[src/rtl/ascon_perm_ctrl.sv]
// ascon_perm_ctrl
//   Sequencer for the Ascon round datapath (Pc -> Ps -> Pl, one round per
//   cycle). Runs p^a (ROUNDS_A rounds) or p^b (ROUNDS_B rounds) on request.
//   It produces the round index and round constant, the input-mux select and
//   the 320-bit state-register enable.
//
// Ports
//   clock_i     in   1      system clock, rising edge
//   resetb_i    in   1      asynchronous active-low reset
//   start_i     in   1      request a permutation (sampled only in IDLE)
//   sel_pa_i    in   1      1: p^a, 0: p^b (sampled together with start_i)
//   stall_i     in   1      freeze the running permutation this cycle
//   round_o     out  CNT_W  current round index
//   const_o     out  8      round constant {4'hF - i, i} for Pc
//   sel_init_o  out  1      1: datapath input is the external state
//   en_state_o  out  1      state-register load enable
//   busy_o      out  1      permutation in progress (RUN or DONE)
//   done_o      out  1      one-cycle pulse, state register holds the result
module ascon_perm_ctrl #(
    parameter int ROUNDS_A = 12,
    parameter int ROUNDS_B = 6,
    parameter int CNT_W    = 4
) (
    input  logic             clock_i,
    input  logic             resetb_i,
    input  logic             start_i,
    input  logic             sel_pa_i,
    input  logic             stall_i,
    output logic [CNT_W-1:0] round_o,
    output logic [7:0]       const_o,
    output logic             sel_init_o,
    output logic             en_state_o,
    output logic             busy_o,
    output logic             done_o
);

    typedef enum logic [1:0] {
        IDLE = 2'd0,
        RUN  = 2'd1,
        DONE = 2'd2
    } state_t;

    // Both permutations end on the same round index, so p^b simply starts
    // further along the counter.
    localparam logic [CNT_W-1:0] START_A = CNT_W'(0);
    localparam logic [CNT_W-1:0] START_B = CNT_W'(ROUNDS_A - ROUNDS_B);
    localparam logic [CNT_W-1:0] LAST    = CNT_W'(ROUNDS_A - 1);

    state_t           state, state_nxt;
    logic [CNT_W-1:0] cnt, cnt_nxt;
    logic             first, first_nxt;
    logic [3:0]       idx;

    always_ff @(posedge clock_i or negedge resetb_i) begin
        if (!resetb_i) begin
            state <= IDLE;
            cnt   <= '0;
            first <= 1'b0;
        end else begin
            state <= state_nxt;
            cnt   <= cnt_nxt;
            first <= first_nxt;
        end
    end

    always_comb begin
        state_nxt  = state;
        cnt_nxt    = cnt;
        first_nxt  = first;
        sel_init_o = 1'b0;
        en_state_o = 1'b0;
        busy_o     = 1'b0;
        done_o     = 1'b0;
        unique case (state)
            IDLE: begin
                if (start_i) begin
                    state_nxt = RUN;
                    cnt_nxt   = sel_pa_i ? START_A : START_B;
                    first_nxt = 1'b1;
                end
            end
            RUN: begin
                busy_o     = 1'b1;
                // The first round loads from the external state; later rounds
                // feed back the state register.
                sel_init_o = first;
                en_state_o = ~stall_i;
                if (!stall_i) begin
                    if (cnt == LAST) begin
                        state_nxt = DONE;
                    end else begin
                        cnt_nxt   = cnt + CNT_W'(1);
                        first_nxt = 1'b0;
                    end
                end
            end
            DONE: begin
                busy_o    = 1'b1;
                done_o    = 1'b1;
                state_nxt = IDLE;
                // Return the counter to 0 so IDLE always shows i=0.
                cnt_nxt   = '0;
            end
            default: begin
                state_nxt = IDLE;
                cnt_nxt   = '0;
            end
        endcase
    end

    assign idx     = 4'(cnt);
    assign round_o = cnt;
    assign const_o = {4'hF - idx, idx};

endmodule
[config.mk]
export PLATFORM = sky130hd
export DESIGN_NAME = ascon_perm_ctrl
export DESIGN_NICKNAME = d
export VERILOG_FILES = /design/src/rtl/ascon_perm_ctrl.sv
export SDC_FILE = /design/constraint.sdc
export NUM_CORES = 1
export LEC_CHECK = 0
export BUFFER_PORTS_ARGS = -buffer_cell sky130_fd_sc_hd__buf_2
export CAP_MARGIN = 25
export CELL_PAD_IN_SITES_DETAIL_PLACEMENT = 2
export CELL_PAD_IN_SITES_GLOBAL_PLACEMENT = 2
export CORE_UTILIZATION = 24
export CTS_BUF_LIST = sky130_fd_sc_hd__clkbuf_8
export DETAILED_ROUTE_END_ITERATION = 10
export GPL_TIMING_DRIVEN = 0
export PLACE_DENSITY = 0.73
export REMOVE_ABC_BUFFERS = 1
export SETUP_SLACK_MARGIN = 0.15
export SKIP_LAST_GASP = 1
export SLEW_MARGIN = 20
export SYNTH_ARGS = -nofsm -noshare
export SYNTH_HDL_FRONTEND = slang
export SYNTH_SLANG_ARGS = --single-unit
[constraint.sdc]
create_clock -name clock_i -period 3.6 [get_ports clock_i]
set_input_delay 0.18 -clock clock_i [delete_from_list [all_inputs] [get_ports clock_i]]
set_output_delay 0.18 -clock clock_i [all_outputs]
set_load 0.01 [all_outputs]
==> After elaboration in Yosys (flattened, before gate mapping) <==
Index checks and enable logic that the tools add are counted.
{ "totals": {"register_bits": 7, "latchBits": 0, "mem_bits_rw": 0, "romBits": 0, "elab_cells": 36, "memories": 0} }
{ "op_classes": {"add_sub_neg": 2, "mul": 0, "n_div": 0, "magnitude_cmp": 0, "eq_ne": 7, "n_shift": 0, "muxes": 17, "bitwise": 1, "n_reduce_logical": 6} }
{ "ops": {"columns": ["operator", "count"], "rows": [
  ["2-to-1 mux 4 bit", 3],
  ["inequality test 2 bit, second input constant", 4],
  ["one-hot mux 4 bit (2 select lines)", 1],
  ["2-to-1 mux 1 bit", 7],
  ["2-to-1 mux 2 bit", 3],
  ["AND reduction 3 bit", 2],
  ["adder 4 x 1 -> 4 bit, second input constant", 1],
  ["equality test 4 bit, second input constant", 1],
  ["one-hot mux 2 bit (2 select lines)", 1],
  ["AND reduction 4 bit", 1],
  ["subtractor 4 bit, first input constant", 1],
  ["2-to-1 mux 3 bit", 1],
  ["equality test 2 x 1 -> 1 bit, second input constant", 1],
  ["equality test 2 bit, second input constant", 1],
  ["zero test 2 bit", 1],
  ["one-hot mux 1 bit (2 select lines)", 1],
  ["nonzero test 2 bit", 1],
  ["OR reduction 2 bit", 1],
  ["NOT 1 bit", 1]
]} }

==> Depth between registers and ports, before layout <==
{ "depth": {"word_depth": 4, "depth_mapped": 6} }

==> Worst setup path before layout <==
No wires, ideal clock.
{ "synth_path": {"kind": "register to register", "from": "reg cnt[0], in the netlist round_o[0]", "to": "reg cnt[1], in the netlist round_o[1]", "setup_time_ns": 0.125, "arrival_time_ns": 1.442, "slack_ns": 2.033, "path_stages_with_launch": 5, "n_path_buf": 0, "synth_period_minus_slack_ns": 1.567, "cell_sequence": "dfrtp_1 -> ha_1 -> and3b_1 -> a21oi_1 -> mux2_2"} }
{ "synth_between": {"elab_chain_len": 4, "elab_cells_between_ends": 7, "classes_between": "add/sub (1); eq/ne (2); mux (3); reduce/logical (1)"} }
{ "synth_lines": {"columns": ["element", "line_no", "rtl"], "rows": [
  ["start: declaration", "50", "logic [CNT_W-1:0] cnt, cnt_nxt;"],
  ["start signal: assignment", "61", "cnt <= cnt_nxt;"],
  ["adder 4 x 1 -> 4 bit", "92", "cnt_nxt = cnt + CNT_W'(1);"],
  ["2-to-1 mux 4 bit", "89", "if (cnt == LAST) begin"],
  ["2-to-1 mux 4 bit", "88", "if (!stall_i) begin"],
  ["one-hot mux 4 bit (2 select lines)", "74", "unique case (state)"]
]} }
Several ways; a longest one is shown, not always the timed one. The select of a mux whose other input is x is not followed.
A chain may end at the register's enable or synchronous reset.

==> Final worst setup path <==
{ "layout_path": {"from": "reg cnt[0], in the netlist round_o[0]", "to": "reg state[1]"} }
{ "layout_between": {"elab_chain_len": 3} }
{ "layout_lines": {"columns": ["element", "line_no", "rtl"], "rows": [
  ["equality test 4 bit", "89", null],
  ["inequality test 2 bit (no source line)", null, null],
  ["AND reduction 3 bit (no source line)", null, null],
  ["end signal: assignment", "60", "state <= state_nxt;"],
  ["end: declaration", "49", "state_t state, state_nxt;"]
]} }
No other way between the ends.

==> run_results.csv <==
group,metric,value,unit
sta,tns,0,ps
detailed_routing,via_per_inst,4.55,
floorplanning,ios,21,
sta,finalCritPeriodShare,47.9,%
worst_setup_path,crit_fanout,8,
clock_network,cts_sinks,7,
synthesis,synth_enable_flop_cells,0,
sta,fmax,580,MHz
detailed_routing,firstDrtPassIters,1,
detailed_routing,drc,0,
grt,overflow,0,
finish,area_growth_syn_to_layout,31.4,%
clock_network,htree_levels,1,
finish,antenna_cells,0,
synthesis,yosys.area_share.xor_xnor,0,%
clock_network,hold_buffers,1,
detailed_routing,drt_iter0_markers,0,
floorplanning,initial_core_util,25.6,%
synthesis,synthMuxAreaShare,6.42,%
detailed_routing,ant_nets,0,
placement,port_buffers,20,
sta,final.setup_skew,4.36,ps
pwr,p_total,578,uW
finish,fin_util,33.6,%
sta,setup_slack,1880,ps
job,cap_violations,0,
placement,hpwl,1100,um
synthesis,synth_adder_area_share,12.3,%
pwr,switching_share,43.8,%
grt,grt_pass1_vias,436,
synthesis,avgSynthCellArea,9.21,um^2
clock_network,cts_tree,"yes",
clock_network,clock_path_buffers,2,
sta,worst_pin_slew,295,ps
sta,period_minus_slack,1720,ps
clock_network,clkTransAtPathRegs,40,ps
synthesis,syn_area,507,um^2
detailed_routing,vias,469,
clock_network,root_buffer,"clkbuf_8",
detailed_routing,wl_per_cell,13.4,um
finish,nets,87,
synthesis,synth_top_family_by_area,"simple AND/OR/NAND/NOR gates",
min_path,hp-class,"input pin to asynchronous set/reset pin",
synthesis,synth_cell_types,26,
clock_network,numCtsBuffers,3,
sta,whs,331,ps
floorplanning,die_x,48.0,um
pwr,powerDensity,868,nW/um^2
synthesis,synth_ff_type,"dfrtp_1",
synthesis,ys_seq_area_share,34.6,%
finish,fillers,231,
synthesis,synthSimpleGateAreaFrac,20.5,%
floorplanning,placementRows,16,
pwr,p_int,325,uW
pwr,max-vdd-ir-drop,355,uV
clock_network,clock_latency,230,ps
grt,grt_pass1_wl,2090,um
synthesis,synth_compound_area_share,14.3,%
placement,post-place-ws,1870,ps
sta,rsz0062_at_grt,"false",
placement,place_congestion,0.688,
clock_network,postCtsResizedCells,0,
floorplanning,fp.coreArea,1980,um^2
synthesis,syn_inst,55,
pwr,pwr-share-clk,18.9,%
finish,final_layout_size_suffix_gt1_share,39.5,%
clock_network,post_cts_buffers,0,
worst_setup_path,arrival,1830,ps
outcome,outcome,"completed",
floorplanning,die-area,2300,um^2
sta,setup_violations,0,
grt,antenna_found_initial,0,
pwr,switchingPower,253,uW
pwr,combPwrFrac,55.8,%
sta,finalMaxSlewViolations,0,
sta,slew_headroom,80.3,%
sta,finalHoldViolations,0,
worst_setup_path,path_class,"flop to flop",
grt,grt_usage,14.2,%
worst_setup_path,startpoint_type,"flop",
pwr,leakage,0.350,nW
synthesis,async_flop_share,100,%
worst_setup_path,required,3710,ps
detailed_routing,wl,1380,um
worst_setup_path,crit_path_end_kind,"flop",
synthesis,ys_ff_latch,7,
grt,grt_max_degree,9,
synthesis,ys.warnings.count,0,
pwr,pwr-share-seq,25.3,%
floorplanning,die_h,48.0,um
==> sequential cells by signal (all words and copies together), names as in the netlist <==
name	count
first	1
round_o	4
state	2
==> final cells by class <==
type	count	area (um^2)	share of cell area [%]
flip-flops and latches	7	175	26.3
inverters	8	30.0	4.51
clock buffers	3	41.3	6.20
clock inverters	1	3.75	0.564
repair buffers	21	110	16.5
multi-input cells	36	272	40.8
well taps	27	33.8	5.08
==> cells in the final DEF (no fill, tap or decap), types with 2 or more instances in the layout <==
| master | instances |
|---|---|
| a21oi_1 | 3 |
| buf_2 | 20 |
| clkbuf_8 | 3 |
| dfrtp_1 | 7 |
| ha_1 | 5 |
| inv_1 | 8 |
| nand2_1 | 4 |
| nand3_1 | 4 |
| nor2b_1 | 2 |
| o21ai_0 | 2 |
==> logic make-up after synthesis <==
| family | after synthesis |
|---|---|
| multiplexers | 3 |
| AND/OR/NAND/NOR | 18 |
| flip-flops | 7 |
| buffers and inverters | 12 |
| AO/OA/AOI/OAI | 10 |
| adder cells (fa/ha/maj) | 5 |
==> power groups by stage <==
stage | Clock [mW] | Sequential, mW | Combinational, mW
CTS | 0.115 | 0.148 | 0.326
global route | 0.118 | 0.151 | 0.367
finish | 0.109 | 0.146 | 0.322
global placement | 0 | 0.144 | 0.314
floorplan | 0 | 0.152 | 0.206
detailed placement | 0 | 0.149 | 0.323
==> through the flow <==
stage	std cells	cell area, um^2
after floorplan	51	477
after global placement	98	611
after detailed placement	98	611
after CTS	103	666
after global routing	103	666
final	103	666
==> final timing paths <==
check | slack, ps | end | cells past startpoint | from
setup / recovery | 1880 | state[1] | 5 | round_o[0]
setup reg to reg | 1880 | state[1] | 5 | round_o[0]
min in group clock_i | 340 | round_o[0] | 4 | start_i
hold / removal | 330 | round_o[0] | 2 | resetb_i
hold reg to reg | 530 | state[1] | 1 | state[1]
max in group asynchronous | 3100 | round_o[2] | 2 | resetb_i
==> critical path, cell delays in order (launching register included) <==
cell and delay, ps:
dfrtp_1 460, ha_1 240, and3b_1 290, nor2b_1 80, nor2_1 190, mux2_1 340
==> cell usage after synthesis (2+ instances only) <==
cell     number  area (um^2)
inv_1         7         26.3
ha_1          5         62.6
nand3_1       4         20.0
a21oi_1       3         15.0
nor2b_1       2         12.5
buf_4         4         30.0
nand2_1       4         15.0
dfrtp_1       7          175
o21ai_0       2         10.0
==> metal layers <==
metal,GRT usage [%],up-vias,share of wire (%)
met5,0,-,0
met4,8.33,0,1.8
met3,4.53,4,5.8
met2,23.8,16,48
met1,15.6,226,44
li1,-,223,-
Note: power is estimated with default switching activity, not from simulation.
